--- src/rtl/aoi22_fault_test_driver.sv ---
// aoi22_fault_test_driver
//   Drives a fault-free and a fault-injected AOI22 cell with all 16 input
//   patterns. Each pattern is held for SETTLE_CYCLES, then the two cell
//   outputs are compared for one cycle. The results are a per-pattern
//   detection map, the number of detecting patterns and the first detecting
//   pattern.
//
// Parameters
//   SETTLE_CYCLES : cycles each pattern is held before sampling (1..15)
//
// Optional build macro
//   RESP_MISR_EN  : adds output signature[15:0]. This is a 16-bit response
//                   MISR with polynomial x^16+x^12+x^5+1 and seed 16'hFFFF.
//
// Ports
//   clk, rst_n           : clock (rising edge), async active-low reset
//   start                : one-cycle pulse; starts a run from IDLE or DONE
//   good_out, faulty_out : outputs of the fault-free / faulty AOI22 instances
//   A, B, C, D           : AOI22 inputs = pattern[3:0] (registered)
//   busy, done           : run in progress / results valid
//   detect_map           : bit i set when pattern i produced a mismatch
//   detect_cnt           : number of detecting patterns (0..16)
//   first_detect         : lowest detecting pattern index (0 if none)
//   detected             : any pattern detected the fault
//   signature            : response MISR value (RESP_MISR_EN only)
module aoi22_fault_test_driver #(
  parameter int SETTLE_CYCLES = 1
) (
  input  logic        clk,
  input  logic        rst_n,
  input  logic        start,
  input  logic        good_out,
  input  logic        faulty_out,
  output logic        A,
  output logic        B,
  output logic        C,
  output logic        D,
  output logic        busy,
  output logic        done,
  output logic [15:0] detect_map,
  output logic [4:0]  detect_cnt,
  output logic [3:0]  first_detect,
  output logic        detected
`ifdef RESP_MISR_EN
  , output logic [15:0] signature
`endif
);

  localparam logic [1:0] ST_IDLE   = 2'd0;
  localparam logic [1:0] ST_APPLY  = 2'd1;
  localparam logic [1:0] ST_SAMPLE = 2'd2;
  localparam logic [1:0] ST_DONE   = 2'd3;

  localparam logic [3:0] SETTLE_LAST = 4'(SETTLE_CYCLES - 1);

`ifdef RESP_MISR_EN
  // One MISR step: shift left. Feedback taps are bits 12 and 5. The
  // response bit enters at bit 0 together with the feedback.
  function automatic logic [15:0] misr_step(input logic [15:0] s, input logic din);
    logic fb;
    fb = s[15];
    misr_step = {s[14:0], 1'b0} ^ ({16{fb}} & 16'h1020) ^ {15'd0, fb ^ din};
  endfunction

  logic [15:0] sig_q, sig_d;
`endif

  logic [1:0]  state_q, state_d;
  logic [3:0]  pattern_q, pattern_d;
  logic [3:0]  settle_q, settle_d;
  logic        busy_q, busy_d;
  logic        done_q, done_d;
  logic [15:0] map_q, map_d;
  logic [4:0]  cnt_q, cnt_d;
  logic [3:0]  first_q, first_d;
  logic        detected_q, detected_d;
  logic        mismatch_s;

  // Next-state, pattern sequencing and result accumulation
  always_comb begin
    state_d    = state_q;
    pattern_d  = pattern_q;
    settle_d   = settle_q;
    map_d      = map_q;
    cnt_d      = cnt_q;
    first_d    = first_q;
    mismatch_s = good_out ^ faulty_out;
`ifdef RESP_MISR_EN
    sig_d      = sig_q;
`endif

    case (state_q)
      ST_IDLE, ST_DONE: begin
        // A new run clears every result and restarts at pattern 0
        if (start) begin
          map_d     = 16'h0000;
          cnt_d     = 5'd0;
          first_d   = 4'd0;
          pattern_d = 4'd0;
          settle_d  = 4'd0;
`ifdef RESP_MISR_EN
          sig_d     = 16'hFFFF;
`endif
          state_d   = ST_APPLY;
        end else begin
          state_d   = state_q;
        end
      end

      ST_APPLY: begin
        if (settle_q == SETTLE_LAST) begin
          settle_d = 4'd0;
          state_d  = ST_SAMPLE;
        end else begin
          settle_d = settle_q + 4'd1;
        end
      end

      ST_SAMPLE: begin
`ifdef RESP_MISR_EN
        sig_d = misr_step(sig_q, faulty_out);
`endif
        if (mismatch_s) begin
          map_d[pattern_q] = 1'b1;
          cnt_d            = cnt_q + 5'd1;
          // cnt_q == 0 means no pattern has detected the fault yet in this run
          if (cnt_q == 5'd0) begin
            first_d = pattern_q;
          end else begin
            first_d = first_q;
          end
        end else begin
          cnt_d = cnt_q;
        end
        // Explicit exit at 15; the pattern register never wraps inside a run
        if (pattern_q == 4'd15) begin
          state_d = ST_DONE;
        end else begin
          pattern_d = pattern_q + 4'd1;
          state_d   = ST_APPLY;
        end
      end

      default: begin
        state_d = ST_IDLE;
      end
    endcase

    busy_d     = (state_d == ST_APPLY) || (state_d == ST_SAMPLE);
    done_d     = (state_d == ST_DONE);
    detected_d = |map_d;
  end

  // State and result registers
  always_ff @(posedge clk or negedge rst_n) begin
    if (!rst_n) begin
      state_q    <= ST_IDLE;
      pattern_q  <= 4'd0;
      settle_q   <= 4'd0;
      busy_q     <= 1'b0;
      done_q     <= 1'b0;
      map_q      <= 16'h0000;
      cnt_q      <= 5'd0;
      first_q    <= 4'd0;
      detected_q <= 1'b0;
`ifdef RESP_MISR_EN
      sig_q      <= 16'h0000;
`endif
    end else begin
      state_q    <= state_d;
      pattern_q  <= pattern_d;
      settle_q   <= settle_d;
      busy_q     <= busy_d;
      done_q     <= done_d;
      map_q      <= map_d;
      cnt_q      <= cnt_d;
      first_q    <= first_d;
      detected_q <= detected_d;
`ifdef RESP_MISR_EN
      sig_q      <= sig_d;
`endif
    end
  end

  // The pattern register changes only on APPLY entry. It reads 0000 after
  // reset and 1111 in DONE, so it drives the cell inputs directly.
  assign A            = pattern_q[3];
  assign B            = pattern_q[2];
  assign C            = pattern_q[1];
  assign D            = pattern_q[0];
  assign busy         = busy_q;
  assign done         = done_q;
  assign detect_map   = map_q;
  assign detect_cnt   = cnt_q;
  assign first_detect = first_q;
  assign detected     = detected_q;
`ifdef RESP_MISR_EN
  assign signature    = sig_q;
`endif

endmodule

--- config.mk ---
export PLATFORM = sky130hd
export DESIGN_NAME = aoi22_fault_test_driver
export DESIGN_NICKNAME = d
export VERILOG_FILES = /design/src/rtl/aoi22_fault_test_driver.sv
export SDC_FILE = /design/constraint.sdc
export NUM_CORES = 1
export LEC_CHECK = 0
export ABC_AREA = 1
export CAP_MARGIN = 20
export CORE_ASPECT_RATIO = 1.2
export CORE_MARGIN = 2
export CORE_UTILIZATION = 51
export CTS_CLUSTER_DIAMETER = 200
export CTS_CLUSTER_SIZE = 20
export DETAILED_ROUTE_END_ITERATION = 8
export HOLD_SLACK_MARGIN = 0.03
export PLACE_DENSITY = 0.77
export SETUP_SLACK_MARGIN = 0.1
export SLEW_MARGIN = 15
export SYNTH_ARGS = -nofsm -noshare
export SYNTH_HDL_FRONTEND = slang
export SYNTH_SLANG_ARGS = --single-unit
--- constraint.sdc ---
create_clock -name clk -period 1.9 [get_ports clk]
set_input_delay 0.285 -clock clk [delete_from_list [all_inputs] [get_ports clk]]
set_output_delay 0.285 -clock clk [all_outputs]
set_load 0.02 [all_outputs]
==> metrics.txt, run 1 <==
status finished clean; RD Place Congestion roughly 0.86; syn nets approximately 260; Comb pwr share a little over two fifths; critical path required time ~2.1 ns; Final HPWL DP around 3200 um; fmax ~0.56 GHz; Worst setup SP type flop; predominant post-synthesis flop cell dfrtp_1; FF+latch count, synth 38; Crit. End Element flop; pin count of the biggest net entering global routing 39; DIE WIDTH between 60 and 70 um; Fin Setup TNS 0 ns; CTS H-tree lvls 2; Die Height between 70 and 80 um; overall power consumption around 2.7 mW; vias per cell around 5.2; final-stage net count about 310; slowest cell on the critical path dfrtp_1; P&R area growth vs syn 28.5%; Post-Syn Instances between 200 and 250; drt wl/cell 12.9 um; Max Transition Viols Final 0; power density over cell area about 1100 mW/mm^2; Ports 37; Hold Buf Count CTS 0; Clock Tree Buf Depth 2; Fin. Hold Viols 0; first-pass GRT wire length slightly below 7000 um; Die ar. between 0.004 and 0.005 sq mm; DR pass1 iterations 4; met2 wire len between 2000 and 2500 um; Residual DRC 0; Tcrit/Tclk final about 93%; detailed-routed wire length on met3 between 200 and 250 um; Sequential Power Share between 30% and 40%; clk slew on worst S/H paths 0.07 ns; Final Non-Filler Cells 345; clock skew 0.00449 ns; Clock Sinks 38; share of layout cells above drive strength 1 about a tenth; PortBufs 36; EDFF count, synth 0; met1 WL 1880 um; syn avg cell area about 8.2 sq um; Initial Util between 50% and 60%; Crit Path Class reg2reg; worst skew pair latency 0.29 ns; worst setup margin around 0.13 ns; gr ovfl total 0; yosys synthesis warning count 0; Final setup viols 0; n_diodes 0; minimum clock period around 1.8 ns; Netlist cell types 27; vias in the first global route ~1600; P_int ~1.6 mW; Hold/Removal Path Class in2async; Rel. slew slack about two thirds; cells along the critical path inv_1, ha_2, nand2_4, nand2_1, inv_2, nand2_2, o21ai_0, nor3b_1; via count 1784; Max-cap violations 0; DR top layer met4; Net Switching roughly 1.1 mW; Tightest Pin Transition 0.470 ns; Sw Share 41.9%; Seq/Total Area, Yosys 47.3%; RSZ-0062 raised after global routing yes; violation count after the first detailed-routing iteration 55; initial antenna violation count 0; mapped cell area 0.00201 sq mm; Critical Path AT roughly 2.0 ns; Lkg Pwr between 1 and 1.5 nW; num rows 25; Peak VDD IR about 0.71 mV; Root Buffer clkbuf_8; Worst Path Max Fanout 7; Routed WL 4440 um; Post-synth ARST share 100%; DRT antenna net count 0; hold slack about 0.032 ns; Placed Cells ~340; gr usage total about a fifth; Clock Power Share between 20% and 30%; CTS buffer count 5; worst slack, placed 0.112 ns; TritonCTS clock tree done; critical path's largest stage delay a little under 0.4 ns; Core ar. around 0.0038 sq mm
## worst paths after layout
kind	startpoint	slack, ns	cells after the start	to
max	state_q[0]	0.13	8	detect_cnt[3]
min	rst_n	0.03	2	detect_map[15]
max reg2reg	state_q[0]	0.13	8	detect_cnt[3]
min reg2reg	first_detect[3]	0.50	2	first_detect[3]
max in group asynchronous	rst_n	1.54	2	pattern_q[0]
min in group clk	first_detect[3]	0.50	2	first_detect[3]
## cells by family (layout without fill, tap and decap cells)
family | Yosys count | after routing | synth area share (%)
xor gates and xnor gates | 3 | 3 | 1.31
DFF | 38 | 38 | 47.3
AOI/OAI and AO/OA | 32 | 32 | 8.09
and+or+nand+nor | 117 | 119 | 26.0
buffers and inverters | 39 | 84 | 8.03
adders and majority gates | 14 | 14 | 8.72
muxes | 1 | 1 | 0.560
## per-stage QoR
| stage | utilization, % | instance area (sq um) |
|---|---|---|
| after floorplan | - | 2010 |
| after global placement | 63.4 | 2440 |
| after detailed placement | 63.4 | 2440 |
| after CTS | 65.8 | 2530 |
| after global routing | 67.1 | 2580 |
| final | 67.1 | 2580 |
## cell usage after synthesis (2+ instances only)
library cell	count	area (sq um)
a21oi_1	4	20.0
nand2_2	4	25.0
dfrtp_1	38	951
o21ai_1	11	55.1
nand2_1	57	214
nor2_1	23	86.3
inv_1	30	113
inv_2	5	18.8
nor3_1	2	10.0
o21ai_0	15	75.1
ha_1	14	175
nand3_1	24	120
xor2_1	3	26.3
## metal layers
| layer | vias up | track usage [%] |
|---|---|---|
| li1 | 882 | - |
| met1 | 835 | 26.7 |
| met2 | 58 | 33.6 |
| met3 | 9 | 4.43 |
| met4 | 0 | 8.70 |
| met5 | - | 0 |
## layout make-up
class / count / area, sq um
timing repair buffer: 40 / 385
clock buffer: 7 / 86.3
sequential: 38 / 951
clock inverter: 1 / 5.00
fill: 340 / 1270
inverter: 36 / 138
multi-input combinational: 169 / 948
tap: 54 / 67.6
## sequential cells by signal (all words and copies together), names as in the netlist
register and flops:
first_detect 4, done 1, pattern_q 4, detect_cnt 5, detect_map 16, detected 1, state_q 2, settle_q 4
busy 1
## repair_timing
action                                  in CTS  in global routing
setup buffers                                0                  0
gates resized for setup                      0                  7
endpoints found under the hold margin        0                  0
endpoints found under the setup margin       0                  8
## layout by cell type, fill, tap and decap left out, types with 5 or more instances in the layout
master,count
nand2_1,56
dfrtp_1,38
clkdlybuf4s50_1,35
inv_1,30
nand3_1,24
nor2_1,22
o21ai_0,15
ha_1,13
o21ai_1,11
clkbuf_8,6
inv_2,5
## critical path: cells and delay by family, from the launching register on
kind / cells / cell delay, ns
buffers and inverters: 2 / 0.14
AOI/OAI and AO/OA: 1 / 0.20
adders and majority gates: 1 / 0.30
and+or+nand+nor: 4 / 0.63
DFF: 1 / 0.39
## power groups by stage
stage                     Combinational [mW]  Clock, mW  Sequential, mW
after floorplan                        0.735          0            1.02
after CTS                               1.07      0.566           0.961
final                                   1.19      0.566           0.960
after global routing                    1.33      0.601           0.973
after detailed placement                1.06          0           0.977
after global placement                  1.03          0           0.975
Power figures use the tool's default switching activity.
==> run 2: changes to the inputs <==
--- a/config.mk
+++ b/config.mk
@@ -8,7 +8,7 @@
 export ABC_AREA = 1
 export CAP_MARGIN = 20
 export CORE_ASPECT_RATIO = 1.2
-export CORE_MARGIN = 2
+export CORE_MARGIN = 3
 export CORE_UTILIZATION = 51
 export CTS_CLUSTER_DIAMETER = 200
 export CTS_CLUSTER_SIZE = 20
==> run 2 against run 1 <==
  * Setup slack gained 0.048 ns
  * Flip-flop and latch count is the same
  * Register-to-register slack gained 0.09 ns
  * Combinational power grew 9%
  * Utilization grew 3.3 points
  * Die area grew 6.1%
  * Critical endpoint is now B
  * Largest cell class unchanged
  * Highest routed layer unchanged
==> metrics.txt, run 2 (synthesized netlist as in run 1, its figures left out) <==
Final Util slightly above 70%; Peak VDD IR 0.723 mV; clk slew on worst S/H paths about 0.070 ns; Final Non-Filler Cells approximately 350; RD Place Congestion just under 1; Buf+Inv Stages, Crit Path 1; slowest cell on the critical path clkdlybuf4s50_1; Layout fillers 313; DR pass1 iterations 4; via count roughly 1800; status finished clean; delay-heaviest family, CP buffers and inverters; Die ar. between 0.004 and 0.005 sq mm; DIE WIDTH roughly 63 um; most frequent cells in the layout 57 x nand2_1, 38 x dfrtp_1, 35 x clkdlybuf4s50_1; vias per cell 5.17; Rel. slew slack ~67%; CTS H-tree lvls 2; area of the multi-input gates approximately 940 sq um; DP Area around 0.0024 sq mm; worst slack, placed about 0.052 ns; Routed WL approximately 4600 um; Critical Path AT between 1 and 1.5 ns; Lkg Pwr between 1 and 1.5 nW; critical path's largest stage delay about 0.66 ns; Tightest Pin Transition slightly below 0.5 ns; Fin Setup TNS 0 ns; overall power consumption approximately 2.8 mW; fmax 0.581 GHz; pin count of the biggest net entering global routing 23; gr ovfl total 0; Max Transition Viols Final 0; final-stage net count ~310; Fin. Hold Viols 0; Crit Path Class reg2out; Worst setup SP type flop; Clock Sinks 38; cells along the critical path clkdlybuf4s50_1; violation count after the first detailed-routing iteration 131; Clock Tree Buf Depth 2; gr usage total a little over a fifth; Final HPWL DP around 3300 um; critical path required time about 1.6 ns; Core ar. 0.00372 sq mm; commonest non-fill, non-tap cell in the layout nand2_1; TritonCTS clock tree done; Hold/Removal Path Class in2async; power density over cell area about 1100 mW/mm^2; P&R area growth vs syn 30.4%; worst setup margin around 0.18 ns; Root Buffer clkbuf_8; num rows 24; Final setup viols 0; Initial Util between 50% and 60%; worst skew pair latency around 0.29 ns; max reg flops 16; Post-Layout Inst Area about 0.0026 sq mm; Register Area ~950 sq um; DRT antenna net count 0; Worst Path Max Fanout 7; Tcrit/Tclk final 90.6%; share of layout cells above drive strength 1 12.2%; n_diodes 0; first-pass GRT wire length 7680 um; clock skew around 0.0057 ns; vias in the first global route around 1600; drt wl/cell roughly 13 um; minimum clock period 1.72 ns; Ports 37; PortBufs 36; hold slack about 0.49 ns; RSZ-0062 raised after global routing yes; initial antenna violation count 0; Placed Cells 332; Max-cap violations 0; CTS buffer count 5; Crit. End Element primary output; Residual DRC 0; Die Height between 70 and 80 um
==> run 2: power by group <==
part           total (mW)  switching [mW]  internal (mW)
Combinational        1.30           0.812          0.486
Sequential          0.964          0.0671          0.897
Clock               0.564           0.271          0.293
==> run 2: path summary, 6_finish.rpt <==
path / startpoint / endpoint / slack [ns] / depth (start not counted)
setup / recovery: pattern_q[2] / B / 0.18 / 1
setup reg to reg: pattern_q[0] / detected / 0.22 / 10
hold / removal: rst_n / first_detect[1] / 0.49 / 2
max in group asynchronous: rst_n / detect_map[14] / 0.89 / 3
hold reg to reg: first_detect[1] / first_detect[1] / 0.49 / 2
min in group clk: first_detect[1] / first_detect[1] / 0.49 / 2
==> run 2: cell type report <==
cell class,instances,area share (%)
clock buffer,7,3.30
timing repair inverter,1,0.287
multi-input combinational,168,36.1
clock inverter,1,0.191
tap,52,2.48
timing repair buffer,43,16.1
sequential,38,36.3
inverter,36,5.25
==> run 2: what timing repair did <==
action | 4_1_cts | 5_1_grt
hold buffers | 1 | 0
gates resized for setup | 2 | 7
endpoints found under the setup margin | 1 | 9
buffers inserted | 2 | 1
pin swaps | 0 | 3
gates cloned | 1 | 1
hold endpoints to repair | 20 | 0
==> run 2: per-layer routing <==
metal	wire (um)	vias up	global-route usage [%]	part of all wire (%)
met2	2170	51	35.1	48
li1	-	881	-	-
met4	60	0	7.19	1.3
met1	2130	853	27.9	47
met5	0	-	0	0
met3	204	5	4.18	4.5
==> run 2: worst register-to-register path: stages (launching register included) <==
cell and delay, ns:
dfrtp_1 0.46, inv_1 0.17, ha_1 0.25, nand3_2 0.11, nor2_1 0.05, nand2_1 0.06, nand2_1 0.07, nor2_1 0.10
nand3_1 0.09, nor2_1 0.14, nand2_1 0.07
==> variant 1, RTL diff (flow settings as in run 2) <==
The option `RESP_MISR_EN` is turned on by a define.
--- a/src/rtl/aoi22_fault_test_driver.sv
+++ b/src/rtl/aoi22_fault_test_driver.sv
@@ -23,6 +23,8 @@
 //   first_detect         : lowest detecting pattern index (0 if none)
 //   detected             : any pattern detected the fault
 //   signature            : response MISR value (RESP_MISR_EN only)
+`define RESP_MISR_EN
+
 module aoi22_fault_test_driver #(
   parameter int SETTLE_CYCLES = 1
 ) (
Formal check against the unedited RTL (old outputs only; new: signature): equivalent (equiv_simple and equiv_induct, registers matched by name and starting in step).
==> variant 1 against run 2 <==
  * Clock skew is 0.00056 ns higher
  * Via count is 27% higher
  * Count of clock-buffer cells in the layout is 1 lower
  * Sequential cell count is 16 higher
  * Worst setup slack worse by 0.018 ns
  * Area after synthesis is 33% higher
  * First-iteration DRC count is 15% higher
  * Total power is 44% higher
  * Cell area is 33% higher
  * Final cell count is 29% higher
  * Routed wire length is 28% higher
  * Combinational power is 43% higher
  * Worst hold slack worse by 0.0039 ns
  * Critical path type unchanged
==> variant 1: results (changes against run 2) <==
STA
  • Max Slew Vio Count: 0 (unchanged)
  • Slew @ Worst Pin: 0.388 ns (-0.109 ns)
  • Worst Skew: 0.00623 ns (+0.000558 ns)

Final layout
  • N_diodes: 0 (unchanged)
  • Layout cells sized above 1: 0.109 (-0.0134)
  • Final #Nets: 400 (+28%)
  • Fillers: 406 (+30%)

Route
  • Via count: 2278 (+27%)
  • Wire length per cell: 13.2 um (-0.12%)
  • DR pass1 iterations: 4 (unchanged)
  • Routed Antenna Nets: 0 (unchanged)
  • Drt initial violations: 151 (+15%)
  • Routed WL: 5.85 mm (+28%)

Synthesis
  • Synth top cells by count: nand2_1, dfrtp_1, inv_1
  • Yosys warning total: 0 (unchanged)
  • Ys async rst share: 1.00 (unchanged)
  • Share of the yosys chip area belonging to registers: 0.505 (+0.0314)
  • Mapped Avg Cell Area: 8.37 um2 (+1.6%)
  • Ranking of synthesized cells by area: dfrtp_1, nand2_1, inv_1, ha_1, nand3_1
  • Most common flop cell mapped by yosys: dfrtp_1
  • Distinct cell type count after synthesis: 28 (+3.7%)
  • Syn nets: 336 (+28%)

CTS
  • Clk buf depth: 2 (unchanged)
  • Reg clk slew, reported paths: 0.09 ns (+0.02 ns)
  • H-tree levels: 2 (unchanged)
  • Worst-Skew Late Latency: 0.31 ns (+0.02 ns)
  • Num CTS Buffers: 5 (unchanged)
  • Root Driver: clkbuf_8

Global routing
  • First-pass GRT wire length: 9.96 mm (+30%)
  • Initial antenna violation count: 0 (unchanged)
  • Tot GR Track Use: 0.203 (-0.00782)
  • Largest net degree at the start of global routing: 55 (+140%)

Placement
  • Placed cell count: 431 (+30%)
  • Placer's final routability congestion estimate: 0.878 (-11%)
  • Number of port buffers: 52 (+44%)
  • Post-detail-place hpwl: 4.27 mm (+28%)

Power
  • VDD IR max: 934 uV (+29%)
  • Lkg Pwr: 1.78 nW (+37%)

Critical path
  • Crit path DAT: 1.45 ns
  • Slowest library cell on the worst path: clkdlybuf4s50_1
  • Critical Path Max Stage Delay: 0.66 ns (about the same)
  • Crit path max-delay family: buffers and inverters
  • Crit path max fanout: 7 (unchanged)

Outcome
  • Status: finished, final reports clean

Hold path
  • Worst min path class: input pin to asynchronous set/reset pin
## variant 1: cell count changes in the layout (fill, tap and decap cells not counted), sizes merged, moves of 6 or more
cell	change
inv	+24
a22oi	+12
nand2	+21
dfrtp	+16
o21ai	-6
clkdlybuf4s50	+16
## variant 1: cell families (layout without fill, tap and decap cells)
family	after synthesis	count (layout)	share of synthesized area
DFF	54	54	0.505
xor gates and xnor gates	2	2	0.00654
buffers and inverters	66	131	0.101
and+or+nand+nor	140	140	0.226
AOI/OAI and AO/OA	47	47	0.110
adders and majority gates	11	11	0.0514
## variant 1: layout make-up
type                            instances  share of cell area
Clock buffer                            6              0.0208
Clock inverter                          2              0.0107
Inverter                               60              0.0659
Multi-Input combinational cell        200               0.318
Sequential cell                        54               0.388
Tap cell                               60              0.0215
Timing Repair Buffer                   63               0.176
## variant 1: path summary, 6_finish.rpt
path | startpoint | endpoint | slack, ns | cells after the start
worst max-delay path | pattern_q[2] | B | 0.16 | 1
worst min-delay path | rst_n | detect_cnt[0] | 0.49 | 3
worst max register to register | state_q[0] | busy | 0.22 | 8
min in group clk | first_detect[2] | first_detect[2] | 0.50 | 2
worst min register to register | first_detect[2] | first_detect[2] | 0.50 | 2
max in group asynchronous | rst_n | pattern_q[1] | 1.18 | 3
## variant 1: power breakdown
part	switching, W	internal, W	leakage, nW
sequential	0.000128	0.00132	0.670
combinational	0.00117	0.000697	1.06
clock	0.000370	0.000393	0.0514
## variant 1: repair_timing
action	in CTS	in global routing
endpoints found under the hold margin	54	0
endpoints found under the setup margin	0	5
gates resized for setup	0	14
hold buffers	1	0
setup buffers	0	5
## variant 1: routing by layer
| layer | vias to the layer above | routed length, um | GRT usage |
|---|---|---|---|
| li1 | 1141 | - | - |
| met4 | 0 | 93 | 0.0598 |
| met1 | 1067 | 2420 | 0.248 |
| met3 | 11 | 282 | 0.0379 |
| met2 | 59 | 3060 | 0.358 |
| met5 | - | 0 | 0 |
## variant 1: stage by stage
| stage | setup slack (ns) | util | total power [W] | cell area (um2) |
|---|---|---|---|---|
| after floorplan | 0.106 | - | 0.00261 | 2690 |
| after global placement | 0.0741 | 0.656 | 0.00315 | 3290 |
| after detailed placement | 0.0550 | 0.656 | 0.00318 | 3290 |
| after CTS | 0.102 | 0.680 | 0.00397 | 3410 |
| after global routing | 0.0574 | 0.697 | 0.00437 | 3490 |
| final | 0.160 | 0.697 | 0.00408 | 3490 |
==> variant 2, RTL diff (settings of run 2) <==
Made on the original files. Add an input register stage for `start` and `good_out`; this delays them by one clock. The other inputs are not delayed to match. Comments in the files are not updated.
--- a/src/rtl/aoi22_fault_test_driver.sv
+++ b/src/rtl/aoi22_fault_test_driver.sv
@@ -53,6 +53,14 @@
 
   localparam logic [3:0] SETTLE_LAST = 4'(SETTLE_CYCLES - 1);
 
+  logic start_q;
+  logic good_out_q;
+
+  always_ff @(posedge clk) begin
+    start_q    <= start;
+    good_out_q <= good_out;
+  end
+
 `ifdef RESP_MISR_EN
   // One MISR step: shift left. Feedback taps are bits 12 and 5. The
   // response bit enters at bit 0 together with the feedback.
@@ -84,7 +92,7 @@
     map_d      = map_q;
     cnt_d      = cnt_q;
     first_d    = first_q;
-    mismatch_s = good_out ^ faulty_out;
+    mismatch_s = good_out_q ^ faulty_out;
 `ifdef RESP_MISR_EN
     sig_d      = sig_q;
 `endif
@@ -92,7 +100,7 @@
     case (state_q)
       ST_IDLE, ST_DONE: begin
         // A new run clears every result and restarts at pattern 0
-        if (start) begin
+        if (start_q) begin
           map_d     = 16'h0000;
           cnt_d     = 5'd0;
           first_d   = 4'd0;
Function: changed (Yosys sat finds a counterexample within 4 cycles, from zero or initial values and one cycle with rst_n low).
==> variant 2 against run 2 <==
  * Sequential share of layout area grew 1.0 points
  * Combinational power shrank 6%
  * Area after synthesis grew 2.0%
  * Cell area grew 1.5%
  * Total power grew 4.3%
  * Worst hold slack lost 0.47 ns
  * Utilization grew 0.50 points
  * Via count shrank 1.9%
  * Sequential power grew 2%
  * Routed wire length shrank 3.0%
  * Sequential cell count grew 2
  * Largest cell class unchanged
  * Worst setup slack gained 0.014 ns
  * Die area grew 1.8%
==> variant 2: results (changes against run 2) <==
Critical path
  • Slowest library cell on the worst path: clkdlybuf4s50_1
  • Crit path max-delay family: buffers and inverters
  • Start point of the critical path: pattern_q[1]
  • Reg2reg start: state_q[0]
  • Crit path max fanout: 6 (-1)
  • R2R depth: 10 (unchanged)
  • Critical Path Max Stage Delay: 0.66 ns (about the same)
  • Crit path DAT: 1.42 ns (-0.02 ns)

CTS
  • Resize count post-CTS: 0 (-2)
  • Num CTS Buffers: 5 (unchanged)
  • H-tree levels: 2 (unchanged)
  • Reg clk slew, reported paths: approximately 0.080 ns
  • Clk buf depth: 2 (unchanged)
  • Root Driver: clkbuf_8
  • # Post-CTS Setup Buffers: 0 (-2)
  • Worst-Skew Late Latency: 0.29 ns (about the same)

Synthesis
  • Synth top cells by count: nand2_1, dfrtp_1, inv_1
  • Share of the yosys chip area belonging to registers: 0.484 (+0.0103)
  • Ys async rst share: 0.950 (-0.0500)
  • Syn nets: 265 (+0.76%)
  • Distinct cell type count after synthesis: 28 (+3.7%)
  • Yosys warning total: 0 (unchanged)
  • Ranking of synthesized cells by area: dfrtp_1, nand2_1, ha_1, nand3_1, inv_1

Final layout
  • Fillers: 293 (-6.4%)
  • Max reg flops: 16 (unchanged)
  • Final #Nets: 312 (unchanged)
  • Layout cells sized above 1: 0.122 (unchanged)
  • N_diodes: 0 (unchanged)

Power
  • VDD IR max: 1120 uV (+55%)
  • Switch share: 0.390 (-0.0165)
  • Lkg Pwr: 1.32 nW (+1.9%)

STA
  • Worst Skew: 0.00523 ns (-0.000433 ns)
  • Slew HR: 0.695 (+0.0260)

Route
  • Drt initial violations: 147 (+12%)
  • Via count: 1756 (-1.9%)
  • Wire length per cell: 12.8 um (-3.0%)
  • DR pass1 iterations: 4 (unchanged)

Placement
  • Post-detail-place hpwl: 3.27 mm (-1.9%)
  • Placer's final routability congestion estimate: 0.917 (-7.0%)
  • Number of port buffers: 36 (unchanged)

Outcome
  • Status: finished, final reports clean

Global routing
  • Largest net degree at the start of global routing: 39 (+70%)
  • First-pass GRT wire length: 7.46 mm (-2.9%)
  • Vias in the first global route: 1634 (-0.061%)
  • Initial antenna violation count: 0 (unchanged)
  • Tot GR Track Use: 0.199 (-0.0118)

Hold path
  • Worst min path class: input pin to asynchronous set/reset pin
[variant 2: changes by cell type after synthesis, sizes merged]
cell / before / now
dfxtp: 0 / 2
[variant 2: metal layers]
layer,wire length (um),GRT usage,vias to the layer above,part of all wire
li1,-,-,879,-
met1,1970,0.265,821,0.44
met2,2150,0.309,49,0.49
met3,234,0.0531,7,0.053
met4,65,0.0839,0,0.015
met5,0,0,-,0
[variant 2: cell families after synthesis]
group / after synthesis / share of synthesized area
AOI/OAI and AO/OA: 32 / 0.0794
xor gates and xnor gates: 3 / 0.0128
adders and majority gates: 14 / 0.0855
buffers and inverters: 39 / 0.0788
DFF: 40 / 0.484
muxes: 1 / 0.00549
and+or+nand+nor: 117 / 0.255
[variant 2: final cells by class]
cell class	instances	area share
clock buffers	7	0.0362
clock inverters	1	0.0113
inverters	36	0.0517
multi-input cells	169	0.356
flip-flops and latches	40	0.373
well taps	52	0.0245
repair buffers	41	0.148
[variant 2: power by group through the flow]
stage / Clock (W) / Combinational (W) / Sequential, W
final: 0.000746 / 0.00122 / 0.000981
after floorplan: 0 / 0.000715 / 0.00105
after global routing: 0.000793 / 0.00136 / 0.000992
after detailed placement: 0 / 0.00109 / 0.000993
after CTS: 0.000762 / 0.00110 / 0.000979
after global placement: 0 / 0.00106 / 0.000991
[variant 2: path summary, 6_finish.rpt]
check / slack (ns) / endpoint
setup / recovery: 0.19 / C
hold / removal: 0.02 / detect_cnt[1]
setup reg to reg: 0.20 / detected
hold reg to reg: 0.50 / first_detect[0]
max in group asynchronous: 1.52 / pattern_q[0]
min in group clk: 0.43 / start_q
[variant 2: metrics by stage]
step                area, um2  setup WS (ns)   util  hold slack [ns]  std cells
floorplan                2050          0.280      -          -0.0106        246
global placement         2480          0.144  0.662            0.354        336
detailed placement       2480          0.120  0.662            0.357        336
CTS                      2610          0.137  0.695           0.0449        344
global route             2660         0.0812  0.709           0.0607        346
finish                   2660          0.192  0.709           0.0241        346
